[src/rtl/collector_uart_if.sv]
// Byte stream leaving the UART collector: data/valid/ready plus the two
// one-cycle status pulses (framing error, overrun).
interface collector_uart_if;
  logic [7:0] o_tdata;
  logic       o_tvalid;
  logic       i_tready;
  logic       o_frame_err;
  logic       o_overrun;

  // Collector side: produces the byte and status, consumes the accept.
  modport master (
    output o_tdata,
    output o_tvalid,
    output o_frame_err,
    output o_overrun,
    input  i_tready
  );

  // Downstream side: consumes the byte and status, produces the accept.
  modport slave (
    input  o_tdata,
    input  o_tvalid,
    input  o_frame_err,
    input  o_overrun,
    output i_tready
  );
endinterface

[src/rtl/collector_uart.sv]
// 8N1 UART receiver feeding a one-deep valid/ready output register.
// The receiver never stalls: a byte that arrives while the previous one is
// still unconsumed is dropped and reported with a one-cycle overrun pulse.
module collector_uart #(
  parameter int clk_freq_hz = 16_000_000,
  parameter int baud_rate   = 57600
) (
  input  logic             i_clk,
  input  logic             i_rst,
  input  logic             i_uart_rx,
  collector_uart_if.master m_rx
);

  // Bit period and half bit period in clock cycles.
  localparam int BIT   = clk_freq_hz / baud_rate;
  localparam int HALF  = BIT / 2;
  localparam int CNT_W = $clog2(BIT) + 1;

  localparam logic [CNT_W-1:0] CNT_BIT  = CNT_W'(BIT - 1);
  localparam logic [CNT_W-1:0] CNT_HALF = CNT_W'(HALF - 1);

  // Receiver states.
  localparam logic [1:0] S_IDLE  = 2'd0;
  localparam logic [1:0] S_START = 2'd1;
  localparam logic [1:0] S_DATA  = 2'd2;
  localparam logic [1:0] S_STOP  = 2'd3;

  // Synchronizer and edge detection.
  logic             r_rx_meta;
  logic             r_rx_s;
  logic             r_rx_prev;
  logic [1:0]       r_sync_ok;
  logic             r_armed;

  // Receiver state.
  logic [1:0]       r_state;
  logic [CNT_W-1:0] r_cnt;
  logic [2:0]       r_bit_idx;
  logic [7:0]       r_shift;

  // Output register.
  logic [7:0]       r_tdata;
  logic             r_tvalid;
  logic             r_frame_err;
  logic             r_overrun;

  // Combinational helpers.
  logic             w_tready;
  logic             w_fall;
  logic             w_sample;
  logic             w_deliver;
  logic             w_bad_stop;
  logic [1:0]       w_state_nxt;
  logic [CNT_W-1:0] w_cnt_nxt;
  logic [2:0]       w_bit_nxt;
  logic [7:0]       w_shift_nxt;

  assign w_tready = m_rx.i_tready;

  // Two-flop synchronizer plus the previous synchronized value for edge
  // detection. r_sync_ok marks when r_rx_s holds a genuine line sample
  // rather than its reset value; r_armed is set once the genuine line has
  // been seen high, so a line that is already low out of reset cannot
  // masquerade as a start bit.
  // NOTE: sequential state uses non-blocking assignments so every flop
  // samples the pre-edge values and the two-stage chain really is two stages.
  always_ff @(posedge i_clk or posedge i_rst) begin
    if (i_rst) begin
      r_rx_meta <= 1'b1;
      r_rx_s    <= 1'b1;
      r_rx_prev <= 1'b1;
      r_sync_ok <= 2'b00;
      r_armed   <= 1'b0;
    end else begin
      r_rx_meta <= i_uart_rx;
      r_rx_s    <= r_rx_meta;
      r_rx_prev <= r_rx_s;
      r_sync_ok <= {r_sync_ok[0], 1'b1};
      if (r_sync_ok[1] && r_rx_s) begin
        r_armed <= 1'b1;
      end
    end
  end

  // Start condition: synchronized line went 1 -> 0 after being seen high.
  assign w_fall     = r_armed && r_rx_prev && !r_rx_s;
  assign w_sample   = (r_cnt == '0);
  assign w_deliver  = (r_state == S_STOP) && w_sample && r_rx_s;
  assign w_bad_stop = (r_state == S_STOP) && w_sample && !r_rx_s;

  // Next-state logic: mid-bit sampling driven by the down-counter.
  // NOTE: every output of this block gets a default first, so no path can
  // leave a value unassigned and infer a latch.
  always_comb begin
    w_state_nxt = r_state;
    w_cnt_nxt   = r_cnt;
    w_bit_nxt   = r_bit_idx;
    w_shift_nxt = r_shift;
    case (r_state)
      S_IDLE: begin
        if (w_fall) begin
          w_state_nxt = S_START;
          w_cnt_nxt   = CNT_HALF;
        end
      end
      S_START: begin
        if (w_sample) begin
          if (!r_rx_s) begin
            w_state_nxt = S_DATA;
            w_cnt_nxt   = CNT_BIT;
            w_bit_nxt   = 3'd0;
          end else begin
            // Line came back high before mid start bit: a glitch.
            w_state_nxt = S_IDLE;
          end
        end else begin
          w_cnt_nxt = r_cnt - 1'b1;
        end
      end
      S_DATA: begin
        if (w_sample) begin
          // LSB arrives first, so shifting in at the MSB leaves bit 0 in
          // position 0 after the eighth sample.
          w_shift_nxt = {r_rx_s, r_shift[7:1]};
          w_bit_nxt   = r_bit_idx + 3'd1;
          w_cnt_nxt   = CNT_BIT;
          if (r_bit_idx == 3'd7) begin
            w_state_nxt = S_STOP;
          end
        end else begin
          w_cnt_nxt = r_cnt - 1'b1;
        end
      end
      S_STOP: begin
        if (w_sample) begin
          w_state_nxt = S_IDLE;
        end else begin
          w_cnt_nxt = r_cnt - 1'b1;
        end
      end
      default: begin
        w_state_nxt = S_IDLE;
      end
    endcase
  end

  // Receiver state registers.
  // NOTE: the shift register is reset along with the control state so that
  // an aborted frame can never leave a partial byte behind.
  always_ff @(posedge i_clk or posedge i_rst) begin
    if (i_rst) begin
      r_state   <= S_IDLE;
      r_cnt     <= '0;
      r_bit_idx <= 3'd0;
      r_shift   <= 8'h00;
    end else begin
      r_state   <= w_state_nxt;
      r_cnt     <= w_cnt_nxt;
      r_bit_idx <= w_bit_nxt;
      r_shift   <= w_shift_nxt;
    end
  end

  // Output register: load on delivery when empty or being drained in the
  // same cycle, otherwise keep the old byte and flag an overrun; clear valid
  // after a handshake with no new delivery.
  always_ff @(posedge i_clk or posedge i_rst) begin
    if (i_rst) begin
      r_tdata     <= 8'h00;
      r_tvalid    <= 1'b0;
      r_frame_err <= 1'b0;
      r_overrun   <= 1'b0;
    end else begin
      r_frame_err <= w_bad_stop;
      r_overrun   <= 1'b0;
      if (w_deliver) begin
        if (!r_tvalid || w_tready) begin
          r_tdata  <= r_shift;
          r_tvalid <= 1'b1;
        end else begin
          r_overrun <= 1'b1;
        end
      end else if (r_tvalid && w_tready) begin
        r_tvalid <= 1'b0;
      end
    end
  end

  assign m_rx.o_tdata     = r_tdata;
  assign m_rx.o_tvalid    = r_tvalid;
  assign m_rx.o_frame_err = r_frame_err;
  assign m_rx.o_overrun   = r_overrun;

endmodule

[src/flat_wrapper.sv]
// flat-port wrapper written by rule: the top's interface ports become plain ports
module collector_uart_flat 
#(
  parameter int clk_freq_hz = 16_000_000,
  parameter int baud_rate   = 57600
)
  (i_clk, i_rst, i_uart_rx, m_rx_o_tdata, m_rx_o_tvalid, m_rx_o_frame_err, m_rx_o_overrun, m_rx_i_tready);
  collector_uart_if m_rx_i ();
  input  logic i_clk;
  input  logic i_rst;
  input  logic i_uart_rx;
  output wire logic [$bits(m_rx_i.o_tdata)-1:0] m_rx_o_tdata;
  output wire logic [$bits(m_rx_i.o_tvalid)-1:0] m_rx_o_tvalid;
  output wire logic [$bits(m_rx_i.o_frame_err)-1:0] m_rx_o_frame_err;
  output wire logic [$bits(m_rx_i.o_overrun)-1:0] m_rx_o_overrun;
  input wire logic [$bits(m_rx_i.i_tready)-1:0] m_rx_i_tready;
  assign m_rx_o_tdata = m_rx_i.o_tdata;
  assign m_rx_o_tvalid = m_rx_i.o_tvalid;
  assign m_rx_o_frame_err = m_rx_i.o_frame_err;
  assign m_rx_o_overrun = m_rx_i.o_overrun;
  assign m_rx_i.i_tready = m_rx_i_tready;
  collector_uart #(.clk_freq_hz(clk_freq_hz), .baud_rate(baud_rate)) u_core (.i_clk(i_clk), .i_rst(i_rst), .i_uart_rx(i_uart_rx), .m_rx(m_rx_i));
endmodule
[config.mk]
export PLATFORM = sky130hd
export DESIGN_NAME = collector_uart_flat
export DESIGN_NICKNAME = d
export VERILOG_FILES = /design/src/rtl/collector_uart_if.sv /design/src/rtl/collector_uart.sv /design/src/flat_wrapper.sv
export SDC_FILE = /design/constraint.sdc
export NUM_CORES = 1
export LEC_CHECK = 0
export BUFFER_PORTS_ARGS = -buffer_cell sky130_fd_sc_hd__buf_2
export CORE_MARGIN = 2
export CORE_UTILIZATION = 50
export DETAILED_ROUTE_END_ITERATION = 10
export PLACE_DENSITY = 0.75
export SLEW_MARGIN = 10
export SYNTH_ARGS = -nofsm -noshare
export SYNTH_HDL_FRONTEND = slang
export SYNTH_SLANG_ARGS = --single-unit
[constraint.sdc]
create_clock -name i_clk -period 2.8 [get_ports i_clk]
set_clock_uncertainty 0.15 [all_clocks]
set_input_delay 0.28 -clock i_clk [delete_from_list [all_inputs] [get_ports i_clk]]
set_output_delay 0.28 -clock i_clk [all_outputs]
set_load 0.02 [all_outputs]
Word level (Yosys, flattened, before mapping)
Cells that the tools add are included.
{"block": "op_classes", "addsub": 2, "eq_ne": 13, "reduce_logical": 20, "mux": 22}
{"cell": "2-to-1 mux 10 bit", "count": 5}
{"cell": "case mux 10 bit (4 select lines)", "count": 1}
{"cell": "2-to-1 mux 2 bit", "count": 6}
{"cell": "logical NOT 10 bit", "count": 1}
{"cell": "inequality test 2 x 1 -> 1 bit (second input constant)", "count": 5}
{"cell": "subtractor 10 x 1 -> 10 bit (second input constant)", "count": 1}
{"cell": "2-to-1 mux 3 bit", "count": 3}
{"cell": "case mux 2 bit (4 select lines)", "count": 1}
{"cell": "logical AND 1 bit", "count": 7}
{"cell": "inequality test 2 bit (second input constant)", "count": 3}
{"cell": "case mux 3 bit (2 select lines)", "count": 1}
{"cell": "AND reduction 2 bit", "count": 3}
{"cell": "2-to-1 mux 1 bit", "count": 5}
{"cell": "AND reduction 5 bit", "count": 1}
{"cell": "== test 2 bit (second input constant)", "count": 2}
{"cell": "AND reduction 4 bit", "count": 1}
{"cell": "nonzero test 2 bit", "count": 2}
{"cell": "adder 3 x 1 -> 3 bit (second input constant)", "count": 1}
{"cell": "== test 3 bit (second input constant)", "count": 1}
{"cell": "inequality test 3 bit (second input constant)", "count": 1}
{"cell": "AND reduction 3 bit", "count": 1}
{"cell": "== test 2 x 1 -> 1 bit (second input constant)", "count": 1}
{"cell": "logical NOT 1 bit", "count": 2}
{"cell": "logical NOT 2 bit", "count": 1}
{"cell": "logical OR 1 bit", "count": 1}
{"block": "totals", "regBits": 40, "inputBits": 4, "wordCells": 70, "output_inout_bits": 11}

Depth between registers and ports, before layout
Gate-level depths: netlist of run 1.
{"block": "logic_depth", "ltp_word": 5, "depth_mapped": 7, "depth_no_buf": 6}

Least setup slack after synthesis of run 1
Ideal clock, no wire load.
{"block": "synth_timing", "path_type": "reg-to-reg", "startpoint": "register u_core.r_cnt[0]", "endpoint": "register u_core.r_tdata[0], in the netlist u_core.m_rx.o_tdata[0]", "path_stages_with_launch": 8, "n_path_buf": 1, "setup_ns": 0.125, "synth_period_minus_slack_ns": 2.164, "t_required_ns": 2.525, "arrival_time_ns": 1.889, "setup_slack_ns": 0.636, "path_cell_list": "dfrtp_1 > inv_1 > ha_1 > or4b_1 > buf_2 > nor3_4 > nand4_4 > mux2_2"}
{"block": "synth_between", "elab_chain_len": 4}
{"element": "start, declared", "line": "collector_uart.sv:37", "source": "logic [CNT_W-1:0] r_cnt;"}
{"element": "start signal, assigned", "line": "collector_uart.sv:158", "source": "r_cnt <= w_cnt_nxt;"}
{"element": "logical NOT 10 bit", "line": "collector_uart.sv:87", "source": "assign w_sample = (r_cnt == '0);"}
{"element": "logical AND 1 bit (2 in series)", "line": "collector_uart.sv:88", "source": "assign w_deliver = (r_state == S_STOP) && w_sample && r_rx_s;"}
{"element": "AND reduction 2 bit (no source line)"}
{"element": "end signal, assigned", "line": "collector_uart.sv:178", "source": "r_tdata <= r_shift;"}
{"element": "end, declared", "line": "collector_uart.sv:42", "source": "logic [7:0] r_tdata;"}
Every way passes these cells.
A chain may end at the register's enable or synchronous reset.

==> results.md, run 1 <==
- Synth area leader: dfrtp_1
- Hold Violations, Final: 0
- Synth top area cells: dfrtp_1 47%, mux2_2 9.1%, ha_1 5.1%
- GRT Util Overall: 19.8%
- Buf/Inv on CP: 1
- Share of layout cells above drive strength 1: 28.0%
- CP Capture Type: flop
- Crit path arrival time: 2510 ps
- CTS Buf Count: 5
- Clk slew on worst S/H paths: 80 ps
- Asr flop ratio synth: 100%
- Average footprint of a synthesized cell: 11.5 sq um
- Fin util: 59.5%
- Synth top cells by count: 37 x dfrtp_1, 16 x mux2_2, 11 x inv_1
- RSZ-0062 raised after global routing: no
- Initial DRC Count: 88
- Worst path slowest cell: or4b_1
- GPL Wtd Cong: 0.955
- Period minus WS final: 2460 ps
- Largest net degree at the start of global routing: 20
- Top FF cell, synth: dfrtp_1
- Final setup vio count: 0
- Vias in the first global route: 1,404
- Drt drc: 0
- Top-area cell type share of the netlist area: 46.9%
- Top Family by Delay on Critical Path: compound AO/OA/AOI/OAI gates
- Startpoint Class: flop
- Cell Count, Final, Fillers Out: 241
- Die Ht: 66.9 um
- Metal3 WL: 256 um
- Clock Tree Buf Depth: 2
- Core box area: 3740 sq um
- Register-to-Register Setup Slack: 340 ps
- CP Class: reg -> reg
- CTS tree: done
- Top Layer Used: met4
- Post-CTS Setup Bufs: 0
- Top-count cell post-synth: dfrtp_1
- Drt first pass iters: 4
- Dpl cell area: 2090 sq um
- Syn nets: 184
- Clock latency on the worst-skew pair: 300 ps
- Max Cap Viol: 0
- Routed len/inst: 16.0 um
- Vias/cell: 5.81
- Gate Count Post-Synth: 172
- Ports: 15
- Status: completed
- Final Cycle Share: 88.0%
- VDD IR-drop max: 0.386 mV
- Sum Neg Setup Slack: 0 ps
- Yosys reg bits: 40
- Detailed placer's ending HPWL: 2.79 mm
- Routed Antenna Nets: 0
- Initial antenna violation count: 0
- Root buf cell: clkbuf_8
- Netlist cell types: 49
- Number of synthesized flops with an enable pin: 0
- Global-route wire length before repair: 6.47 mm
- Synth-to-layout area growth: 12.7%
- Crit-path max cell delay: 630 ps
- Clock sink total: 40
- Post_cts resized: 0
- Die area: 4470 sq um
- Row count: 22
- Detailed Route WL: 3.85 mm
- Slew margin rel.: 59.1%
- Port Buffer Count: 14
- Pwr Density: 943 nW/um^2
- Worst path cell trace: inv_1 > ha_1 > or4b_1 > o32ai_1 > a41oi_1 > a31o_2
- Post-Place Cells: 231
- Worst Path Required: 2850 ps
- Die width: 66.9 um
- Global route overflow: 0
- P_leak: 1.07 nW
- FMAX: 0.406 GHz
- Finished Cell Area: 2230 sq um
- H-tree depth: 2
- Post-Syn Area: 1980 sq um
- Via count: 1,401
- Crit path max fanout: 7
- Max Slew Vio Count: 0
- Actual slew at the worst max-slew pin: 609 ps
- WL met1: 1.68 mm
- N_diodes: 0
- Seq/Total Area, Yosys: 50.9%
- Ys Warns: 0
- Hold WC Path Type: reg -> reg
- Initial core utilization: 52.8%
- WL met2: 1.86 mm
- Final #Nets: 204
[worst reg2reg max path: cells and delay by family (launching register included)]
family / cells / cell delay, ps
flip-flops: 1 / 430
adder cells (fa/ha/maj): 1 / 150
buffers and inverters: 1 / 100
AO/OA/AOI/OAI: 3 / 910
AND/OR/NAND/NOR: 1 / 630
[worst paths after layout]
kind                                      from             endpoint  cells after the start
min reg2reg                u_core.r_sync_ok[0]  u_core.r_sync_ok[1]                      0
min in group asynchronous                i_rst    u_core.r_shift[0]                      3
min                        u_core.r_sync_ok[0]  u_core.r_sync_ok[1]                      0
max                            u_core.r_cnt[0]                 flop                      6
max in group asynchronous                i_rst        u_core.r_rx_s                      4
max reg2reg                    u_core.r_cnt[0]                 flop                      6
[area by class of cell]
| class | instances | area (sq um) |
|---|---|---|
| fill | 307 | 1520 |
| clock inverter | 3 | 47.5 |
| multi-input combinational | 114 | 885 |
| clock buffer | 5 | 68.8 |
| tap | 48 | 60.1 |
| timing repair buffer | 20 | 120 |
| sequential | 40 | 1000 |
| inverter | 11 | 41.3 |
[placed cells by master (no fill, tap or decap), drive strengths merged, types with 3 or more instances in the layout]
| cell | netlist | routed |
|---|---|---|
| o31ai | 3 | 3 |
| nor4 | 3 | 3 |
| a21o | 3 | 3 |
| nor2 | 9 | 9 |
| dfstp | 3 | 3 |
| a21oi | 10 | 10 |
| inv | 11 | 11 |
| nor3 | 5 | 5 |
| o21ai | 8 | 8 |
| ha | 8 | 8 |
| dfrtp | 37 | 37 |
| buf | 5 | 18 |
| nand2 | 8 | 8 |
| mux2 | 16 | 16 |
| clkbuf | 2 | 5 |
| or4 | 3 | 3 |
| a31oi | 3 | 3 |
| nand4 | 3 | 3 |
[per-layer routing]
| layer | global-route usage, % | vias to the layer above |
|---|---|---|
| li1 | - | 675 |
| met4 | 7.65 | 0 |
| met5 | 0 | - |
| met3 | 4.73 | 7 |
| met2 | 32.6 | 53 |
| met1 | 25.1 | 666 |
[kinds of logic (layout without fill, tap and decap cells)]
logic type	after synthesis	count (layout)	synth area share, %
muxes	16	16	9.12
other	1	1	0.190
DFF	40	40	50.9
buffers and inverters	18	39	4.37
and+or+nand+nor	45	45	14.8
AOI/OAI and AO/OA	43	43	15.2
adders and majority gates	8	8	5.07
xor gates and xnor gates	1	1	0.443
[registers in the layout, summed over array words and instances (netlist names), named ones only]
signal	count
u_core.m_rx.o_tdata	8
u_core.r_state	1
u_core.r_cnt	10
u_core.r_rx_prev	1
u_core.m_rx.o_tvalid	1
u_core.r_bit_idx	3
u_core.r_rx_s	1
u_core.m_rx.o_frame_err	1
u_core.m_rx.o_overrun	1
u_core.r_shift	8
u_core.r_rx_meta	1
u_core.r_armed	1
u_core.r_sync_ok	2
[repair_timing]
action / 4_1_cts / 5_1_grt
endpoints found under the setup margin: 0 / 0
hold buffers: 2 / 0
endpoints found under the hold margin: 11 / 0
[power by group]
part / internal (mW) / switching (mW) / leakage, nW
registers: 0.664 / 0.115 / 0.527
logic: 0.338 / 0.509 / 0.482
clock network: 0.268 / 0.208 / 0.0583
total: 1.27 / 0.831 / 1.07
[through the flow]
step / hold WS, ps / worst slack (ps) / power (mW)
2_1_floorplan: 134 / 636 / 1.45
3_3_place_gp: 125 / 460 / 1.57
3_5_place_dp: 136 / 384 / 1.61
4_1_cts: 212 / 370 / 2.09
5_1_grt: 216 / 179 / 2.24
6_report: 209 / 336 / 2.10
Note: power is estimated with default switching activity, not from simulation.
==> inputs of run 2 (changes only) <==
==> constraint.sdc (replaced) <==
create_clock -name i_clk -period 2.6 [get_ports i_clk]
set_clock_uncertainty 0.15 [all_clocks]
set_input_delay 0.26 -clock i_clk [delete_from_list [all_inputs] [get_ports i_clk]]
set_output_delay 0.26 -clock i_clk [all_outputs]
set_load 0.02 [all_outputs]
==> results.md, run 2 (synthesis gave the netlist of run 1 again) <==
- Status: completed (unchanged)
- GPL Wtd Cong: 0.943 (was 0.955)
- Top reg by flops: u_core.r_cnt (unchanged)
- Via count: 1,437 (was 1,401)
- Clock sink total: 40 (unchanged)
- P_leak: 1.06 nW (was 1.07 nW)
- Startpoint Class: flop (unchanged)
- Post_cts resized: 0 (unchanged)
- Share of layout cells above drive strength 1: 28.0% (unchanged)
- CP Capture Type: flop (unchanged)
- Highest-count cells in the layout ignoring fill and taps: 37 x dfrtp_1, 16 x mux2_2, 14 x buf_2 (unchanged)
- Detailed placer's ending HPWL: 2.77 mm (was 2.79 mm)
- Max Cap Viol: 0 (unchanged)
- Actual slew at the worst max-slew pin: 549 ps (was 609 ps)
- Final Cycle Share: 95.3% (was 88.0%)
- Worst Path Required: 2620 ps (was 2850 ps)
- Initial core utilization: 52.8% (unchanged)
- Period minus WS final: 2480 ps (was 2460 ps)
- Global-route wire length before repair: 6.69 mm (was 6.47 mm)
- Hold WC Path Type: in -> reg (was reg -> reg)
- CTS Buf Count: 5 (unchanged)
- Dpl cell area: 2090 sq um (unchanged)
- Pwr Density: 1020 nW/um^2 (was 943 nW/um^2)
- Largest net degree at the start of global routing: 41 (was 20)
- FMAX: 0.404 GHz (was 0.406 GHz)
- Initial antenna violation count: 0 (unchanged)
- Routed len/inst: 16.3 um (was 16.0 um)
- Vias/cell: 5.96 (was 5.81)
- GRT Util Overall: 20.2% (was 19.8%)
- Root buf cell: clkbuf_8 (unchanged)
- Port Buffer Count: 14 (unchanged)
- Routed Antenna Nets: 0 (unchanged)
- FILL cells: 318 (was 307)
- Die width: 66.9 um (unchanged)
- VDD IR-drop max: 0.628 mV (was 0.386 mV)
- Final setup vio count: 0 (unchanged)
- RSZ-0062 raised after global routing: no (unchanged)
- Core box area: 3740 sq um (unchanged)
- Ports: 15 (unchanged)
- Commonest non-fill, non-tap cell in the layout: dfrtp_1 (unchanged)
- Synth-to-layout area growth: 12.7% (about the same)
- CP Class: reg -> reg (unchanged)
- Row count: 22 (unchanged)
- Initial DRC Count: 98 (was 88)
- Drt first pass iters: 4 (unchanged)
- Drt drc: 0 (unchanged)
- Vias in the first global route: 1,454 (was 1,404)
- Max reg flops: 10 (unchanged)
- CTS tree: done (unchanged)
- Detailed Route WL: 3.94 mm (was 3.85 mm)
- H-tree depth: 2 (unchanged)
- Sum Neg Setup Slack: 0 ps (unchanged)
- Final #Nets: 204 (unchanged)
- Crit path max fanout: 8 (was 7)
- Clk slew on worst S/H paths: 80 ps (about the same)
- Slew margin rel.: 63.1% (was 59.1%)
- Crit path arrival time: 2500 ps (was 2510 ps)
- Clock latency on the worst-skew pair: 290 ps (was 300 ps)
- N_diodes: 0 (unchanged)
- Max Slew Vio Count: 0 (unchanged)
- Die area: 4470 sq um (unchanged)
- Hold Violations, Final: 0 (unchanged)
- Die Ht: 66.9 um (unchanged)
- Clock Tree Buf Depth: 2 (unchanged)
- Post-CTS Setup Bufs: 0 (unchanged)
- Finished Cell Area: 2230 sq um (about the same)
- Worst hold margin: 193 ps (was 209 ps)
- Global route overflow: 0 (unchanged)
## run 2: cell count changes in the layout (fill, tap and decap cells not counted)
cell	previous run	this run
inv_6	0	1
clkinv_4	2	0
clkinvlp_4	0	1
## run 2: path summary, 6_finish.rpt
path,from,to,slack (ps),cells after the start
worst min register to register,u_core.r_rx_meta,u_core.r_rx_s,220,0
max in group asynchronous,i_rst,u_core.r_rx_meta,1470,4
worst min-delay path,m_rx_i_tready,u_core.m_rx.o_overrun,190,3
worst max-delay path,u_core.r_cnt[0],u_core.m_rx.o_tdata[0],120,6
worst max register to register,u_core.r_cnt[0],u_core.m_rx.o_tdata[0],120,6
min in group asynchronous,i_rst,u_core.r_cnt[7],470,4
## run 2: critical path, cell delays in order, from the launching register on
cell	delay [ps]
dfrtp_1	420
inv_1	90
ha_1	170
or4b_1	630
nor3_4	320
nand4_4	230
mux2_2	330
## run 2: final cells by class
class	instances	area, sq um	area share [%]
multi-input cells	114	885	39.7
flip-flops and latches	40	1000	45.1
well taps	48	60.1	2.70
clock inverters	3	46.3	2.08
clock buffers	5	68.8	3.09
repair buffers	20	120	5.40
inverters	11	41.3	1.85
## run 2: layer usage
layer / track usage [%] / vias up / wire (um)
li1: - / 670 / -
met1: 26.8 / 706 / 1730
met2: 32.1 / 54 / 1930
met3: 4.39 / 7 / 207
met4: 7.91 / 0 / 68
met5: 0 / - / 0
## run 2: stage by stage
step	cells	power, mW	setup WS (ps)	utilization [%]
3_5_place_dp	231	1.74	158	55.8
4_1_cts	241	2.27	145	59.5
5_1_grt	241	2.44	8.00	59.5
6_report	241	2.28	123	59.5
2_1_floorplan	172	1.56	436	-
3_3_place_gp	231	1.71	262	55.8
## run 2: report_power, final
group          switching, mW  internal, mW
Sequential             0.125         0.715
Clock                  0.227         0.289
Combinational          0.542         0.377
Total                  0.894          1.38
## run 2: repair_timing
action,CTS,global route
hold buffers,2,0
setup endpoints to repair,0,1
endpoints found under the hold margin,38,0
==> inputs of run 3 (changes only) <==
--- a/config.mk
+++ b/config.mk
@@ -6,10 +6,12 @@
 export NUM_CORES = 1
 export LEC_CHECK = 0
 export BUFFER_PORTS_ARGS = -buffer_cell sky130_fd_sc_hd__buf_2
+export CELL_PAD_IN_SITES_DETAIL_PLACEMENT = 1
+export CELL_PAD_IN_SITES_GLOBAL_PLACEMENT = 2
 export CORE_MARGIN = 2
-export CORE_UTILIZATION = 50
+export CORE_UTILIZATION = 40
 export DETAILED_ROUTE_END_ITERATION = 10
-export PLACE_DENSITY = 0.75
+export PLACE_DENSITY = 0.85
 export SLEW_MARGIN = 10
 export SYNTH_ARGS = -nofsm -noshare
 export SYNTH_HDL_FRONTEND = slang
==> results.md, run 3 (synthesis gave the netlist of run 1 again) <==
- Status: completed (unchanged)
- Final #Nets: 205 (was 204)
- Clk slew on worst S/H paths: 80 ps (about the same)
- Crit-path max cell delay: 750 ps (was 630 ps)
- Crit path arrival time: 2440 ps (was 2500 ps)
- Vias/cell: 5.39 (was 5.96)
- CTS Buf Count: 5 (unchanged)
- Drt drc: 0 (unchanged)
- Register-to-Register Setup Slack: 200 ps (was 120 ps)
- Startpoint Class: flop (unchanged)
- Clock sink total: 40 (unchanged)
- Die width: 74.3 um (was 66.9 um)
- Max Cap Viol: 0 (unchanged)
- Commonest non-fill, non-tap cell in the layout: dfrtp_1 (unchanged)
- GRT Util Overall: 17.4% (was 20.2%)
- Initial core utilization: 41.6% (was 52.8%)
- CP Class: reg -> reg (unchanged)
- Hold Crit Depth: 3 (unchanged)
- Row count: 25 (was 22)
- Detailed Route WL: 4.23 mm (was 3.94 mm)
- Largest net degree at the start of global routing: 41 (unchanged)
- Hold WC Path Type: in -> reg (unchanged)
- Top reg by flops: u_core.r_cnt (unchanged)
- Actual slew at the worst max-slew pin: 553 ps (was 549 ps)
- Max Slew Vio Count: 0 (unchanged)
- Initial antenna violation count: 0 (unchanged)
- Routed Antenna Nets: 0 (unchanged)
- Global-route wire length before repair: 7.25 mm (was 6.69 mm)
- Post-Place Cells: 251 (was 231)
- Final Cycle Share: 92.4% (was 95.3%)
- Highest-count cells in the layout ignoring fill and taps: 37 x dfrtp_1, 16 x mux2_2, 14 x buf_2 (unchanged)
- P_leak: 1.07 nW (was 1.06 nW)
- Final worst setup slack: 196 ps (was 123 ps)
- N_diodes: 0 (unchanged)
- Sum Neg Setup Slack: 0 ps (unchanged)
- Die area: 5520 sq um (was 4470 sq um)
- Drt first pass iters: 4 (unchanged)
- Global route overflow: 0 (unchanged)
- Share of layout cells above drive strength 1: 29.4% (was 28.0%)
- CTS tree: done (unchanged)
- Routed len/inst: 16.2 um (was 16.3 um)
- Crit path max fanout: 8 (unchanged)
- Final setup vio count: 0 (unchanged)
- Max reg flops: 10 (unchanged)
- Die Ht: 74.3 um (was 66.9 um)
- Hold path endpoint: u_core.m_rx.o_overrun (unchanged)
- Via count: 1,408 (was 1,437)
- GPL Wtd Cong: 0.844 (was 0.943)
- Period minus WS final: 2400 ps (was 2480 ps)
- Ports: 15 (unchanged)
- Core box area: 4750 sq um (was 3740 sq um)
- RSZ-0062 raised after global routing: no (unchanged)
- Vias in the first global route: 1,469 (was 1,454)
- Detailed placer's ending HPWL: 2.99 mm (was 2.77 mm)
- Hold Violations, Final: 0 (unchanged)
- FILL cells: 538 (was 318)
- Initial DRC Count: 118 (was 98)
- Clock latency on the worst-skew pair: 290 ps (about the same)
- Pwr Density: 996 nW/um^2 (was 1020 nW/um^2)
- Clock Tree Buf Depth: 2 (unchanged)
- Root buf cell: clkbuf_8 (unchanged)
- Hold Crit Start: m_rx_i_tready (unchanged)
- VDD IR-drop max: 0.319 mV (was 0.628 mV)
- Pre-CTS setup slack: 140 ps (was 158 ps)
- FF-to-FF Start: u_core.r_cnt[7] (was u_core.r_cnt[0])
- Post-CTS Setup Bufs: 0 (unchanged)
- Cell Count, Final, Fillers Out: 261 (was 241)
- FMAX: 0.416 GHz (was 0.404 GHz)
- Top Family by Delay on Critical Path: compound AO/OA/AOI/OAI gates (was simple AND/OR/NAND/NOR gates)
- Worst Path Required: 2640 ps (was 2620 ps)
- Slew margin rel.: 62.8% (was 63.1%)
- CP Capture Type: flop (unchanged)
- Port Buffer Count: 14 (unchanged)
- Worst path slowest cell: or4_1 (was or4b_1)
- H-tree depth: 2 (unchanged)
- Cells on worst reg2reg path: 4 (was 6)
- Worst path cell trace: or4_1 > o32ai_1 > a41oi_1 > a31o_2 (was inv_1 > ha_1 > or4b_1 > nor3_4 > nand4_4 > mux2_2)
- Buf/Inv on CP: 0 (was 1)
- Synth-to-layout area growth: 13.9% (was 12.7%)
==> run 3: layout make-up <==
cell class / instances / area, sq um / share of cell area, %
timing repair buffer: 21 / 128 / 5.67
sequential: 40 / 1000 / 44.7
multi-input combinational: 114 / 896 / 39.8
clock inverter: 2 / 13.8 / 0.612
tap: 67 / 83.8 / 3.73
clock buffer: 6 / 82.6 / 3.67
inverter: 11 / 41.3 / 1.84
==> run 3: metal layers <==
layer,share of wire [%],vias up,GRT usage [%]
met3,3.0,5,4.47
met4,1.2,0,5.36
met5,0,-,0
li1,-,671,-
met1,47,713,23.2
met2,48,19,28.2
==> run 3: per-stage QoR <==
step	utilization, %	power (mW)	cell area [sq um]	hold WS, ps
4_1_cts	47.1	2.24	2240	166
5_1_grt	47.3	2.42	2250	170
2_1_floorplan	-	1.56	1980	114
3_3_place_gp	44.6	1.74	2120	182
6_report	47.3	2.24	2250	186
3_5_place_dp	44.6	1.79	2120	187
==> run 3: tightest hold or removal path, cell delays in order <==
cell and delay [ps]:
buf_2 70, nand2b_1 180, nor3_1 90
==> run 3: how the worst max path moves through the flow <==
stage	from	end	slack, ps	cells after the start
2_1_floorplan	u_core.r_cnt[0]	u_core.m_rx.o_tdata[0]	440	7
3_3_place_gp	u_core.r_cnt[0]	u_core.m_rx.o_tdata[3]	200	6
3_5_place_dp	u_core.r_cnt[0]	flop	140	6
4_1_cts	u_core.r_cnt[0]	flop	130	6
5_1_grt	u_core.r_cnt[7]	flop	60	4
6_report	u_core.r_cnt[7]	flop	200	4
==> run 3: repair_timing <==
item                       CTS  global route
setup endpoints to repair    0             3
resized for setup            0             2
hold endpoints to repair    38             0
hold buffers                 2             0
==> run 3: report_power, final <==
part / switching, mW / internal, mW / total [mW]
clock: 0.224 / 0.217 / 0.441
combinational: 0.580 / 0.390 / 0.970
sequential: 0.116 / 0.715 / 0.831
total: 0.919 / 1.32 / 2.24
